**config.mk**
```make
export PLATFORM = sky130hd
export DESIGN_NAME = i3c_reg_access_arbiter
export DESIGN_NICKNAME = d
export VERILOG_FILES = /design/src/rtl/i3c_reg_access_arbiter.sv
export SDC_FILE = /design/constraint.sdc
export NUM_CORES = 1
export LEC_CHECK = 0
export ABC_AREA = 1
export ABC_CLOCK_PERIOD_IN_PS = 3200
export CORE_MARGIN = 1
export CORE_UTILIZATION = 48
export DETAILED_ROUTE_END_ITERATION = 8
export PLACE_DENSITY_LB_ADDON = 0.25
export REMOVE_ABC_BUFFERS = 1
export SYNTH_ARGS = -nofsm -noshare
export SYNTH_HDL_FRONTEND = slang
export SYNTH_SLANG_ARGS = --single-unit
```
**constraint.sdc**
```tcl
create_clock -name clk -period 3.2 [get_ports clk]
set_input_delay 0.64 -clock clk [delete_from_list [all_inputs] [get_ports clk]]
set_output_delay 0.64 -clock clk [all_outputs]
set_load 0.02 [all_outputs]
```
**src/rtl/i3c_reg_access_arbiter.sv**
```systemverilog
// ---------------------------------------------------------------------------
// i3c_reg_access_arbiter
//
// Arbitrates the single-port RCD control-register file between the I3C slave
// private read/write path and NUM_REQ internal requesters. The I3C path wins
// by default. An 8-bit starvation counter hands one grant to the internal
// round-robin arbiter after STARVE_LIMIT consecutive I3C wins while internal
// work is pending. This block owns every register-file enable and
// write-enable.
//
// Optional feature macro: I3C_ARB_WRITE_PROTECT_EN
//   defined   : internal writes to addr >= LOCK_BASE while wr_lock is high are
//               rejected (gnt still pulses, rf_en stays 0, prot_err pulses).
//   undefined : wr_lock is ignored and prot_err is tied low.
//
// Ports
//   clk, rst_n               clock, asynchronous active-low reset
//   i3c_req/we/addr/wdata    I3C access request
//   i3c_gnt, i3c_rvalid      I3C grant pulse, read-data valid pulse
//   int_req/we/addr/wdata    internal requests, packed; requester i = slice i
//   int_gnt, int_rvalid      one-hot internal grant / read-valid pulses
//   rdata                    shared read data, qualified by any rvalid
//   rf_en/we/addr/wdata      register-file access port
//   rf_rdata                 register-file read data
//   wr_lock                  write-lock level for the protected window
//   prot_err                 one-cycle pulse on a rejected write
//   busy                     high whenever the FSM is not in IDLE
// ---------------------------------------------------------------------------
module i3c_reg_access_arbiter #(
  parameter int                    NUM_REQ      = 3,
  parameter int                    ADDR_WIDTH   = 5,
  parameter int                    DATA_WIDTH   = 8,
  parameter int                    STARVE_LIMIT = 8,
  parameter logic [ADDR_WIDTH-1:0] LOCK_BASE    = 5'h18
) (
  input  logic                             clk,
  input  logic                             rst_n,
  input  logic                             i3c_req,
  input  logic                             i3c_we,
  input  logic [ADDR_WIDTH-1:0]            i3c_addr,
  input  logic [DATA_WIDTH-1:0]            i3c_wdata,
  output logic                             i3c_gnt,
  output logic                             i3c_rvalid,
  input  logic [NUM_REQ-1:0]               int_req,
  input  logic [NUM_REQ-1:0]               int_we,
  input  logic [NUM_REQ*ADDR_WIDTH-1:0]    int_addr,
  input  logic [NUM_REQ*DATA_WIDTH-1:0]    int_wdata,
  output logic [NUM_REQ-1:0]               int_gnt,
  output logic [NUM_REQ-1:0]               int_rvalid,
  output logic [DATA_WIDTH-1:0]            rdata,
  output logic                             rf_en,
  output logic                             rf_we,
  output logic [ADDR_WIDTH-1:0]            rf_addr,
  output logic [DATA_WIDTH-1:0]            rf_wdata,
  input  logic [DATA_WIDTH-1:0]            rf_rdata,
  input  logic                             wr_lock,
  output logic                             prot_err,
  output logic                             busy
);

  localparam int                 IDXW        = (NUM_REQ > 1) ? $clog2(NUM_REQ) : 1;
  localparam logic [7:0]         STARVE_LIM8 = 8'(STARVE_LIMIT);
  localparam logic [NUM_REQ-1:0] ONE_HOT0    = NUM_REQ'(1);

  typedef enum logic [1:0] {
    IDLE   = 2'd0,
    ACCESS = 2'd1,
    RDATA  = 2'd2
  } state_t;

  state_t              state;
  logic [7:0]          starve_cnt;
  logic [IDXW-1:0]     rr_ptr;
  logic [IDXW-1:0]     lat_idx;
  logic                lat_i3c;
  logic                lat_we;

  logic                int_any;
  logic [IDXW-1:0]     int_idx;
  logic [IDXW-1:0]     cand;
  logic                i3c_win;
  logic                sel_we;
  logic [ADDR_WIDTH-1:0] sel_addr;
  logic [DATA_WIDTH-1:0] sel_wdata;
  logic                reject;
  logic [7:0]          starve_inc;

  // Round-robin pick: first requester strictly after rr_ptr, wrapping.
  always_comb begin
    int_any = 1'b0;
    int_idx = {IDXW{1'b0}};
    cand    = {IDXW{1'b0}};
    for (int k = 1; k <= NUM_REQ; k++) begin
      cand = IDXW'((int'(rr_ptr) + k) % NUM_REQ);
      if (!int_any && int_req[cand]) begin
        int_any = 1'b1;
        int_idx = cand;
      end else begin
        int_any = int_any;
      end
    end
  end

  // Winner selection and write-protection decision for the current IDLE cycle.
  // If the counter sits at the limit but internal requests have just vanished,
  // I3C still wins so it is never stalled by a stale count.
  always_comb begin
    i3c_win   = i3c_req && ((starve_cnt < STARVE_LIM8) || !int_any);
    sel_we    = i3c_we;
    sel_addr  = i3c_addr;
    sel_wdata = i3c_wdata;
    for (int i = 0; i < NUM_REQ; i++) begin
      if (!i3c_win && (int_idx == IDXW'(i))) begin
        sel_we    = int_we[i];
        sel_addr  = int_addr[i*ADDR_WIDTH +: ADDR_WIDTH];
        sel_wdata = int_wdata[i*DATA_WIDTH +: DATA_WIDTH];
      end else begin
        sel_we    = sel_we;
      end
    end
`ifdef I3C_ARB_WRITE_PROTECT_EN
    reject = !i3c_win && sel_we && wr_lock && (sel_addr >= LOCK_BASE);
`else
    reject = 1'b0;
`endif
    starve_inc = (starve_cnt >= STARVE_LIM8) ? STARVE_LIM8 : (starve_cnt + 8'd1);
  end

`ifndef I3C_ARB_WRITE_PROTECT_EN
  // Lock input and window base have no function in this build.
  logic [ADDR_WIDTH:0] lock_unused;
  assign lock_unused = {wr_lock, LOCK_BASE};
`endif

  // Arbitration FSM with all outputs registered.
  always_ff @(posedge clk or negedge rst_n) begin
    if (!rst_n) begin
      state      <= IDLE;
      starve_cnt <= 8'd0;
      rr_ptr     <= IDXW'(NUM_REQ - 1);
      lat_idx    <= {IDXW{1'b0}};
      lat_i3c    <= 1'b0;
      lat_we     <= 1'b0;
      i3c_gnt    <= 1'b0;
      i3c_rvalid <= 1'b0;
      int_gnt    <= {NUM_REQ{1'b0}};
      int_rvalid <= {NUM_REQ{1'b0}};
      rdata      <= {DATA_WIDTH{1'b0}};
      rf_en      <= 1'b0;
      rf_we      <= 1'b0;
      rf_addr    <= {ADDR_WIDTH{1'b0}};
      rf_wdata   <= {DATA_WIDTH{1'b0}};
      prot_err   <= 1'b0;
      busy       <= 1'b0;
    end else begin
      // Pulse outputs default low; states below re-assert them as needed.
      i3c_gnt    <= 1'b0;
      i3c_rvalid <= 1'b0;
      int_gnt    <= {NUM_REQ{1'b0}};
      int_rvalid <= {NUM_REQ{1'b0}};
      prot_err   <= 1'b0;
      if (int_req == {NUM_REQ{1'b0}}) begin
        starve_cnt <= 8'd0;
      end else begin
        starve_cnt <= starve_cnt;
      end
      case (state)
        IDLE: begin
          if (i3c_req || int_any) begin
            state    <= ACCESS;
            busy     <= 1'b1;
            lat_i3c  <= i3c_win;
            lat_idx  <= int_idx;
            lat_we   <= sel_we;
            rf_addr  <= sel_addr;
            rf_wdata <= sel_wdata;
            rf_en    <= !reject;
            rf_we    <= sel_we && !reject;
            prot_err <= reject;
            if (i3c_win) begin
              i3c_gnt    <= 1'b1;
              starve_cnt <= int_any ? starve_inc : 8'd0;
            end else begin
              int_gnt    <= ONE_HOT0 << int_idx;
              rr_ptr     <= int_idx;
              starve_cnt <= 8'd0;
            end
          end else begin
            state <= IDLE;
            busy  <= 1'b0;
          end
        end
        ACCESS: begin
          rf_en <= 1'b0;
          rf_we <= 1'b0;
          // Only writes can be rejected, so every read proceeds to RDATA.
          if (!lat_we) begin
            state <= RDATA;
            busy  <= 1'b1;
            rdata <= rf_rdata;
            if (lat_i3c) begin
              i3c_rvalid <= 1'b1;
            end else begin
              int_rvalid <= ONE_HOT0 << lat_idx;
            end
          end else begin
            state <= IDLE;
            busy  <= 1'b0;
          end
        end
        RDATA: begin
          state <= IDLE;
          busy  <= 1'b0;
        end
        default: begin
          state <= IDLE;
          busy  <= 1'b0;
          rf_en <= 1'b0;
          rf_we <= 1'b0;
        end
      endcase
    end
  end

endmodule

```
==> results.md, run 1 <==
* WHS Endpoint: int_rvalid[0]$_DFF_PN0_
* RR Startpoint: rr_ptr[0]$_DFFE_PN0P_
* Min cycle time layout at 2.55 ns
* Worst slew margin at 29.9%
* N_diodes at 0
* Largest net degree at the start of global routing at 49
* Iteration-0 DRC Markers at 147
* Hold depth at 1
* Max frequency at 392 MHz
* Number of fillers in the final layout at 474
* Final setup viols at 0
* Reg power frac at 25.4%
* Clock network fraction of total power at 11.8%
* # hold bufs at CTS at 0
* Worst skew pair latency at 0.31 ns
* Cell Pwr Density at 981 nW/µm²
* PortBufs at 101
* HP Class: reg2reg
* Yosys warning count at 0
* Initial antenna violation count at 0
* Hold Path Origin: lat_i3c$_DFFE_PN0N_
* RSZ-0062 raised after global routing: false
* Cell count after synthesis at 372
* Inst Count DP at 531
* Final period utilization at 79.7%
* Post-route ant nets at 0
* Cell leakage power at 0.00192 µW
* FF+latch count, synth at 48
* Sw frac at 47.8%
* Routed WL at 6510 µm
* Post-synth top area cell: dfrtp_1
* Worst vdd ir at 0.502 mV
* Share of layout cells above drive strength 1 at 10.3%
* Die area at 6240 µm²
* Outcome: completed
* Internal power at 2010 µW
* Post-Route Setup TNS at 0 ns
* Reg2Reg Depth at 13
* Synth top area cells: dfrtp_1 41%, nand2_1 14%, nand3_1 8.1%, inv_1 7.1%, o21ai_0 3.3%
* Grt total ovfl at 0
* Layout area overhead at 38.1%
* Setup Crit Path Kind: reg2reg
* Cell area after synthesis at 2850 µm²
* Core Region at 5610 µm²
* DRC at 0
* Commonest register cell after synthesis: dfrtp_1
* Worst Setup Start Kind: flop
* First-pass GRT wire length at 10,900 µm
* R2R Path End: lat_we$_DFFE_PN0N_
* Reg2reg setup slack at 0.65 ns
* Vias/cell at 4.95
* Worst EP required at 3.41 ns
* Share of the synthesized area in the top cell type at 41.3%
* Longest Clk Path Bufs at 2
* Final Non-Filler Cells at 539
* Number of I/O pins at 104
* Comb pwr share at 62.8%
* Post-synth EDFFs at 0
* Worst Path Arrival at 2.76 ns
* H-Tree Depth at 2
* DP Wirelength at 4700 µm
* Post-CTS Setup Bufs at 0
* Clock Skews at 0.00631 ns
* Mean area per synthesized cell at 7.65 µm²
* GRT Total Usage at 22.6%
* Initial Utilization at 50.7%
* Routed len/inst at 12.1 µm
* Num CTS Buffers at 5
* Vias in the first global route at 2,437
* Final slew viol count at 0
* Clock Sinks at 48
* Sequential share of the synthesized area at 42.3%
* Die X at 79.0 µm
* Tightest Pin Transition at 1.05 ns
* DR vias at 2,667
* First drt pass iteration count at 4
* CP startpoint: rr_ptr[0]$_DFFE_PN0P_
* Total net switching power at 1840 µW
* CTS tree: built
* Height of the die at 79.0 µm
* Nets at 542
* Row count at 27
* Final GP Congestion at 0.811
* Fin. Hold Viols at 0
* Maxcap violations at 0
* Clock tree root driver cell: clkbuf_8
* Async S/R FF share, synth at 100%
* Count of cell types in the netlist at 35
* CTS resizes at 0
* Critical Path Fanout Max at 22
* Worst setup EP type: flop
* Reg clk slew, reported paths at 0.09 ns
[worst max-delay path, stage by stage, from the launching register on]
cell	delay (ns)
dfrtp_1	0.39
inv_1	0.08
ha_1	0.37
inv_2	0.10
nand2_1	0.10
nand3_2	0.09
nand2_2	0.12
nand4_1	0.12
nand2_2	0.29
nand2_2	0.33
o21ai_0	0.24
inv_1	0.05
nand2_1	0.09
nand2_1	0.06
[kinds of logic (layout without fill, tap and decap cells)]
family,after synthesis,in the layout,share of synthesized area [%]
simple gates,206,206,33.9
buf+inv,74,169,12.8
flops,48,48,42.3
compound gates,37,37,8.44
fa+ha+maj,5,5,2.20
other cells,1,1,0.132
xor+xnor,1,1,0.308
[power groups by stage]
| stage | logic [µW] | clock network [µW] | registers [µW] |
|---|---|---|---|
| 2_1_floorplan | 1390 | 0 | 1200 |
| 3_3_place_gp | 2380 | 0 | 984 |
| 3_5_place_dp | 2430 | 0 | 992 |
| 4_1_cts | 2440 | 464 | 981 |
| 5_1_grt | 2690 | 489 | 1010 |
| 6_report | 2420 | 456 | 980 |
[worst max path at each step]
stage | to
CTS | lat_we$_DFFE_PN0N_
finish | lat_we$_DFFE_PN0N_
floorplan | starve_cnt[1]$_DFF_PN0_
global route | rf_we$_DFFE_PN0P_
detailed placement | lat_we$_DFFE_PN0N_
global placement | rf_we$_DFFE_PN0P_
[Yosys cell counts, types with 2 or more instances]
master / instances
nand3b_1: 6
o22ai_1: 3
buf_2: 4
nor2_4: 2
nand4_1: 4
inv_2: 3
nor2_1: 21
nand2_1: 103
nand2_4: 2
nand3_1: 46
a21oi_1: 2
nand3_2: 2
nor4_1: 2
buf_6: 3
buf_12: 2
a21oi_2: 8
inv_1: 54
nor3_1: 2
dfrtp_1: 47
nand2_2: 14
o21ai_0: 19
ha_1: 5
buf_4: 6
[cell type report]
type / instances / area (µm²) / share of cell area (%)
clock buffer: 5 / 68.8 / 1.75
clock inverter: 3 / 46.3 / 1.18
inverter: 58 / 220 / 5.61
multi-input combinational: 250 / 1280 / 32.6
sequential: 48 / 1200 / 30.6
tap: 72 / 90.1 / 2.29
timing repair buffer: 103 / 1020 / 26.0
[sequential cells by signal, summed over array words and instances (netlist names), 2 cells and up]
register    count
rf_wdata        8
starve_cnt      8
rdata           8
int_gnt         3
lat_idx         2
state           2
rf_addr         5
int_rvalid      3
rr_ptr          2
[layout by cell type (no fill, tap or decap), types with 2 or more instances in the layout]
cell / count
nand2_1: 103
inv_2: 3
nand4_1: 4
nand2_4: 2
nor2_1: 21
nand2_2: 14
o21ai_0: 19
clkbuf_8: 5
inv_1: 54
a21oi_2: 8
nand3_1: 46
ha_1: 5
buf_4: 2
nor3_1: 2
clkdlybuf4s50_1: 100
nor2_4: 2
nand3_2: 2
dfrtp_1: 47
o22ai_1: 3
nand3b_1: 6
a21oi_1: 2
nor4_1: 2
[stage by stage]
| stage | hold WS (ns) | util, % | cell area (µm²) | power, µW | setup slack (ns) |
|---|---|---|---|---|---|
| 6_report | 0.470 | 70.1 | 3930 | 3860 | 0.649 |
| 2_1_floorplan | 0.344 | - | 2700 | 2600 | 0.793 |
| 4_1_cts | 0.470 | 70.1 | 3930 | 3890 | 0.659 |
| 3_3_place_gp | 0.444 | 68.0 | 3810 | 3370 | 0.379 |
| 5_1_grt | 0.503 | 70.1 | 3930 | 4190 | 0.413 |
| 3_5_place_dp | 0.456 | 68.0 | 3810 | 3430 | 0.331 |
[routing by layer]
layer	global-route usage (%)	part of all wire, %	up-vias
met4	8.55	1.4	0
met3	7.93	8.7	6
met2	39.0	47	92
met5	0	0	-
met1	25.6	43	1220
li1	-	-	1349
No activity file was read; power rests on OpenSTA's default activity.
==> run 2, diff against run 1 <==
ABC_CLOCK_PERIOD_IN_PS = 2100   (was 3200)
CORE_UTILIZATION = 41   (was 48)
clock period = 2.1 ns   (was 3.2 ns; I/O delays follow)
==> results.md, run 2 (synthesized netlist as in run 1, its figures left out) <==
* Final slew viol count at 0 (unchanged)
* Cell Pwr Density at 1650 nW/µm² (was 981 nW/µm²)
* Most frequent cells in the layout: 100 x clkdlybuf4s50_1, 93 x nand2_1, 50 x inv_1 (was 103 x nand2_1, 100 x clkdlybuf4s50_1, 54 x inv_1)
* Clock tree root driver cell: clkbuf_8 (unchanged)
* Die area at 7280 µm² (was 6240 µm²)
* GRT Total Usage at 21.0% (was 22.6%)
* Design area at 4630 µm² (was 3930 µm²)
* Routed WL at 7820 µm (was 6510 µm)
* Initial Utilization at 43.6% (was 50.7%)
* Final GP Congestion at 0.875 (was 0.811)
* First-pass GRT wire length at 12,000 µm (was 10,900 µm)
* Nets at 591 (was 542)
* Max frequency at 449 MHz (was 392 MHz)
* R2R Path End: rf_addr[3]$_DFFE_PN0N_ (was lat_we$_DFFE_PN0N_)
* Comb pwr share at 71.2% (was 62.8%)
* Dpl ws at -0.248 ns (was 0.331 ns)
* Reg power frac at 19.7% (was 25.4%)
* Share of layout cells above drive strength 1 at 23.6% (was 10.3%)
* Sw frac at 44.3% (was 47.8%)
* Die X at 85.3 µm (was 79.0 µm)
* Failing checks: negative setup slack
* Largest net degree at the start of global routing at 49 (unchanged)
* Row count at 29 (was 27)
* Fin util at 71.0% (was 70.1%)
* Worst skew pair latency at 0.31 ns (about the same)
* Initial antenna violation count at 0 (unchanged)
* Setup ws final at -0.127 ns (was 0.649 ns)
* Worst EP required at 2.30 ns (was 3.41 ns)
* Commonest non-fill, non-tap cell in the layout: clkdlybuf4s50_1 (was nand2_1)
* Clock Sinks at 48 (unchanged)
* DR vias at 2,927 (was 2,667)
* Critical Path Stages at 11 (was 13)
* Critical Path Fanout Max at 13 (was 22)
* HP Class: in2async (was reg2reg)
* Min cycle time layout at 2.23 ns (was 2.55 ns)
* CTS tree: built (unchanged)
* DRC at 0 (unchanged)
* Worst Setup Start Kind: flop (unchanged)
* Slowest stage delay, CP at 0.58 ns (was 0.39 ns)
* Clock Skews at 0.00499 ns (was 0.00631 ns)
* Worst setup EP type: flop (unchanged)
* Total net switching power at 3390 µW (was 1840 µW)
* CP max-delay cell: dfstp_2 (was dfrtp_1)
* Reg2Reg Depth at 11 (was 13)
* Vias in the first global route at 2,635 (was 2,437)
* PortBufs at 101 (unchanged)
* Iteration-0 DRC Markers at 99 (was 147)
* Longest Clk Path Bufs at 2 (unchanged)
* Number of I/O pins at 104 (unchanged)
* Routed len/inst at 13.2 µm (was 12.1 µm)
* Clock network fraction of total power at 9.1% (was 11.8%)
* Layout area overhead at 62.9% (was 38.1%)
* Critical path, cell by cell: ha_4 -> inv_4 -> buf_6 -> a21oi_4 -> nand3_2 -> or2_4 -> nand2_4 -> inv_6 -> buf_12 -> nor2_1 -> a21oi_2 (was inv_1 -> ha_1 -> inv_2 -> nand2_1 -> nand3_2 -> nand2_2 -> nand4_1 -> nand2_2 -> nand2_2 -> o21ai_0 -> inv_1 -> nand2_1 -> nand2_1)
* Outcome: finished, violations left (was completed)
* Reg clk slew, reported paths at 0.10 ns (was 0.09 ns)
* First drt pass iteration count at 4 (unchanged)
* Setup Crit Path Kind: reg2reg (unchanged)
* Height of the die at 85.3 µm (was 79.0 µm)
* Reg2reg setup slack at -0.13 ns (was 0.65 ns)
* Inst Count DP at 561 (was 531)
* Cell leakage power at 0.00226 µW (was 0.00192 µW)
* Final period utilization at 106% (was 79.7%)
* RSZ-0062 raised after global routing: true (was false)
* Core Region at 6530 µm² (was 5610 µm²)
* Final Non-Filler Cells at 593 (was 539)
* H-Tree Depth at 2 (unchanged)
* Placed cell areas at 4070 µm² (was 3810 µm²)
* Worst Path Arrival at 2.43 ns (was 2.76 ns)
* WP buf/inv at 4 (was 3)
* Internal power at 4260 µW (was 2010 µW)
* Vias/cell at 4.94 (was 4.95)
* Maxcap violations at 0 (unchanged)
* Hold slack final at 0.0788 ns (was 0.470 ns)
* Fin. Hold Viols at 0 (unchanged)
* Grt total ovfl at 0 (unchanged)
* N_diodes at 0 (unchanged)
* Num CTS Buffers at 5 (unchanged)
* RR Startpoint: rr_ptr[1]$_DFFE_PN1P_ (was rr_ptr[0]$_DFFE_PN0P_)
* Post-route ant nets at 0 (unchanged)
* Final setup viols at 25 (was 0)
* Worst vdd ir at 0.741 mV (was 0.502 mV)
* DP Wirelength at 5030 µm (was 4700 µm)
* Biggest regs: rdata: 8 flops, rf_wdata: 8 flops, starve_cnt: 8 flops (unchanged)
* Crit path max-delay family: simple AND/OR/NAND/NOR gates (unchanged)
## run 2: cell type report
cell class,instances,area [µm²]
clock buffers,5,68.8
clock inverters,3,46.3
fillers,522,1900
inverters,58,228
multi-input cells,251,1450
flip-flops and latches,48,1200
well taps,77,96.3
repair buffers,151,1540
## run 2: worst max-delay path by stage
| stage | from | to | slack (ns) |
|---|---|---|---|
| 3_5_place_dp | int_req[1] | rf_wdata[5]$_DFFE_PN0N_ | -0.25 |
| 2_1_floorplan | rr_ptr[0]$_DFFE_PN0P_ | starve_cnt[1]$_DFF_PN0_ | -0.31 |
| 4_1_cts | rr_ptr[1]$_DFFE_PN1P_ | rf_wdata[1]$_DFFE_PN0N_ | -0.05 |
| 5_1_grt | rr_ptr[1]$_DFFE_PN1P_ | rf_we$_DFFE_PN0P_ | -0.24 |
| 6_report | rr_ptr[1]$_DFFE_PN1P_ | rf_addr[3]$_DFFE_PN0N_ | -0.13 |
| 3_3_place_gp | int_req[1] | rf_addr[4]$_DFFE_PN0N_ | -0.20 |
## run 2: through the flow
step                power [µW]  TNS (ns)
floorplan                 3960     -6.08
global placement          5680     -4.56
detailed placement        5760     -5.87
CTS                       7060    -0.350
global route              8220     -5.02
finish                    7650     -1.65
## run 2: repair_timing
action / CTS / global route
gates resized for setup: 26 / 29
setup endpoints to repair: 26 / 29
gates cloned: 2 / 1
endpoints found under the hold margin: 0 / 0
hold buffers: 0 / 0
pin swaps: 11 / 19
setup buffers: 10 / 12
## run 2: power groups by stage
stage / Sequential [µW] / Combinational [µW] / Clock [µW]
floorplan: 1830 / 2120 / 0
global placement: 1500 / 4180 / 0
detailed placement: 1510 / 4250 / 0
CTS: 1500 / 4850 / 708
global route: 1550 / 5920 / 750
finish: 1510 / 5440 / 696
## run 2: metal layers
metal	up-vias	global-route usage [%]	routed length, µm
met5	-	0	0
met4	0	6.97	150
met3	13	6.52	535
met2	111	35.8	3970
met1	1355	25.3	3170
li1	1448	-	-
==> run 3, diff against run 2 <==
CORE_UTILIZATION = 42   (was 41)
CTS_BUF_LIST = sky130_fd_sc_hd__clkbuf_2   (was unset)
==> results.md, run 3 (synthesized netlist as in run 1, its figures left out) <==
* PortBufs at 101 (unchanged)
* Row count at 29 (unchanged)
* Maxcap violations at 0 (unchanged)
* Grt total ovfl at 0 (unchanged)
* Number of I/O pins at 104 (unchanged)
* Final GP Congestion at 0.882 (was 0.875)
* Metal3 WL at 576 µm (was 535 µm)
* DRC at 10 (was 0)
* Reg clk slew, reported paths at 0.25 ns (was 0.10 ns)
* Post-route ant nets at 0 (unchanged)
* Share of layout cells above drive strength 1 at 22.0% (was 23.6%)
* HP Class: in2async (unchanged)
* Clock Skews at 0.00790 ns (was 0.00499 ns)
* Commonest non-fill, non-tap cell in the layout: clkdlybuf4s50_1 (unchanged)
* Outcome: finished, violations left (unchanged)
* Setup ws final at -0.103 ns (was -0.127 ns)
* DRT met1 WL at 3040 µm (was 3170 µm)
* Die X at 84.3 µm (was 85.3 µm)
* CTS tree: built (unchanged)
* Worst Setup Start Kind: flop (unchanged)
* Clock Sinks at 48 (unchanged)
* Worst EP required at 2.48 ns (was 2.30 ns)
* Largest net degree at the start of global routing at 26 (was 49)
* Fin util at 68.4% (was 71.0%)
* CP max-delay cell: dfstp_2 (unchanged)
* Min cycle time layout at 2.20 ns (was 2.23 ns)
* Worst Path Arrival at 2.59 ns (was 2.43 ns)
* Worst skew pair latency at 0.45 ns (was 0.31 ns)
* First-pass GRT wire length at 12,200 µm (was 12,000 µm)
* H-Tree Depth at 2 (unchanged)
* Final period utilization at 105% (was 106%)
* Final setup viols at 25 (unchanged)
* Reg2Reg Depth at 15 (was 11)
* First drt pass iteration count at 8 (was 4)
* Iteration-0 DRC Markers at 116 (was 99)
* Vias in the first global route at 2,643 (was 2,635)
* Worst setup EP type: flop (unchanged)
* Die area at 7110 µm² (was 7280 µm²)
* Failing checks: design-rule violations, negative setup slack (was negative setup slack)
* Critical Path Fanout Max at 7 (was 13)
* Setup Crit Path Kind: reg2reg (unchanged)
* Clock tree root driver cell: clkbuf_2 (was clkbuf_8)
* Worst slew margin at 59.0%
* Num CTS Buffers at 5 (unchanged)
* Max frequency at 454 MHz (was 449 MHz)
* Routed WL at 7540 µm (was 7820 µm)
* Core Region at 6460 µm² (was 6530 µm²)
* Cell Pwr Density at 1590 nW/µm² (was 1650 nW/µm²)
* N_diodes at 0 (unchanged)
* Initial antenna violation count at 0 (unchanged)
* Initial Utilization at 44.1% (was 43.6%)
* Hold slack final at 0.467 ns (was 0.0788 ns)
* Height of the die at 84.3 µm (was 85.3 µm)
* Layout area overhead at 55.4% (was 62.9%)
* Routed len/inst at 13.0 µm (was 13.2 µm)
* WL met2 at 3730 µm (was 3970 µm)
* Longest Clk Path Bufs at 2 (unchanged)
* GRT Total Usage at 21.6% (was 21.0%)
* Vias/cell at 4.92 (was 4.94)
* Tightest Pin Transition at 0.614 ns
* DP Wirelength at 5120 µm (was 5030 µm)
* Cell leakage power at 0.00214 µW (was 0.00226 µW)
* RSZ-0062 raised after global routing: true (unchanged)
* Critical path, cell by cell: ha_4 -> inv_4 -> nand2_2 -> nand3_4 -> nand2_4 -> buf_4 -> nand3_1 -> nand2_2 -> nand2_4 -> buf_12 -> nand3_4 -> nand2_1 -> nand3_1 -> nand2_1 -> a21oi_2 (was ha_4 -> inv_4 -> buf_6 -> a21oi_4 -> nand3_2 -> or2_4 -> nand2_4 -> inv_6 -> buf_12 -> nor2_1 -> a21oi_2)
* Fin. Hold Viols at 0 (unchanged)
* Final slew viol count at 0 (unchanged)
* Biggest regs: rdata: 8 flops, rf_wdata: 8 flops, starve_cnt: 8 flops (unchanged)
* Nets at 579 (was 591)
* Top sig layer: met4 (unchanged)
* DR vias at 2,859 (was 2,927)
* Most frequent cells in the layout: 100 x clkdlybuf4s50_1, 94 x nand2_1, 49 x inv_1 (was 100 x clkdlybuf4s50_1, 93 x nand2_1, 50 x inv_1)
* Worst vdd ir at 0.662 mV (was 0.741 mV)
* Slowest stage delay, CP at 0.64 ns (was 0.58 ns)
run 3: cell count changes in the layout (fill, tap and decap cells not counted), sizes merged:
| cell | delta |
|---|---|
| buf | -12 |
| clkbuf | -1 |
| dlygate4sd3 | +1 |
run 3: metal layers:
metal	vias up	global-route usage, %
li1	1428	-
met1	1296	24.9
met2	116	38.1
met3	19	6.39
met4	0	7.84
met5	-	0
run 3: worst paths after layout:
kind,startpoint,endpoint,slack (ns)
worst max-delay path,rr_ptr[1]$_DFFE_PN1P_,rf_addr[2]$_DFFE_PN0N_,-0.10
worst min-delay path,rst_n,starve_cnt[3]$_DFF_PN0_,0.47
worst max register to register,rr_ptr[1]$_DFFE_PN1P_,rf_addr[2]$_DFFE_PN0N_,-0.10
worst min register to register,lat_idx[1]$_DFFE_PN0N_,int_rvalid[0]$_DFF_PN0_,0.48
max in group asynchronous,rst_n,i3c_rvalid$_DFF_PN0_,1.10
min in group clk,rf_rdata[5],rdata[5]$_DFFE_PN0P_,0.47
run 3: area by class of cell:
| cell class | count | area [µm²] |
|---|---|---|
| clock buffer | 5 | 25.0 |
| clock inverter | 3 | 46.3 |
| fill | 517 | 2040 |
| inverter | 58 | 225 |
| multi-input combinational | 251 | 1450 |
| sequential | 48 | 1200 |
| tap | 77 | 96.3 |
| timing repair buffer | 139 | 1380 |
run 3: stage by stage:
stage                     power [µW]  TNS (ns)  setup WS, ns  instance area, µm²  std cells
final                           7040     -1.24        -0.103                4420        581
after global routing            7570     -4.23        -0.196                4420        581
after CTS                       6710    -0.223       -0.0345                4330        579
after detailed placement        5720     -6.97        -0.291                4050        561
after global placement          5620     -5.08        -0.224                4050        561
after floorplan                 3960     -6.08        -0.307                2700        356
run 3: critical path, delay by kind of cell, from the launching register on:
family	cells	cell delay, ns
buffers and inverters	3	0.33
AOI/OAI and AO/OA	1	0.05
adders and majority gates	1	0.25
DFF	1	0.64
and+or+nand+nor	10	0.88
run 3: where the power goes:
part | switching (µW) | internal (µW)
clock network | 323 | 205
registers | 206 | 1300
logic | 2750 | 2250
run 3: what timing repair did:
item	4_1_cts	5_1_grt
endpoints found under the setup margin	31	32
pin swaps	6	9
resized for setup	45	20
endpoints found under the hold margin	23	0
hold buffers	1	0
cloned	1	0
setup buffers	8	2
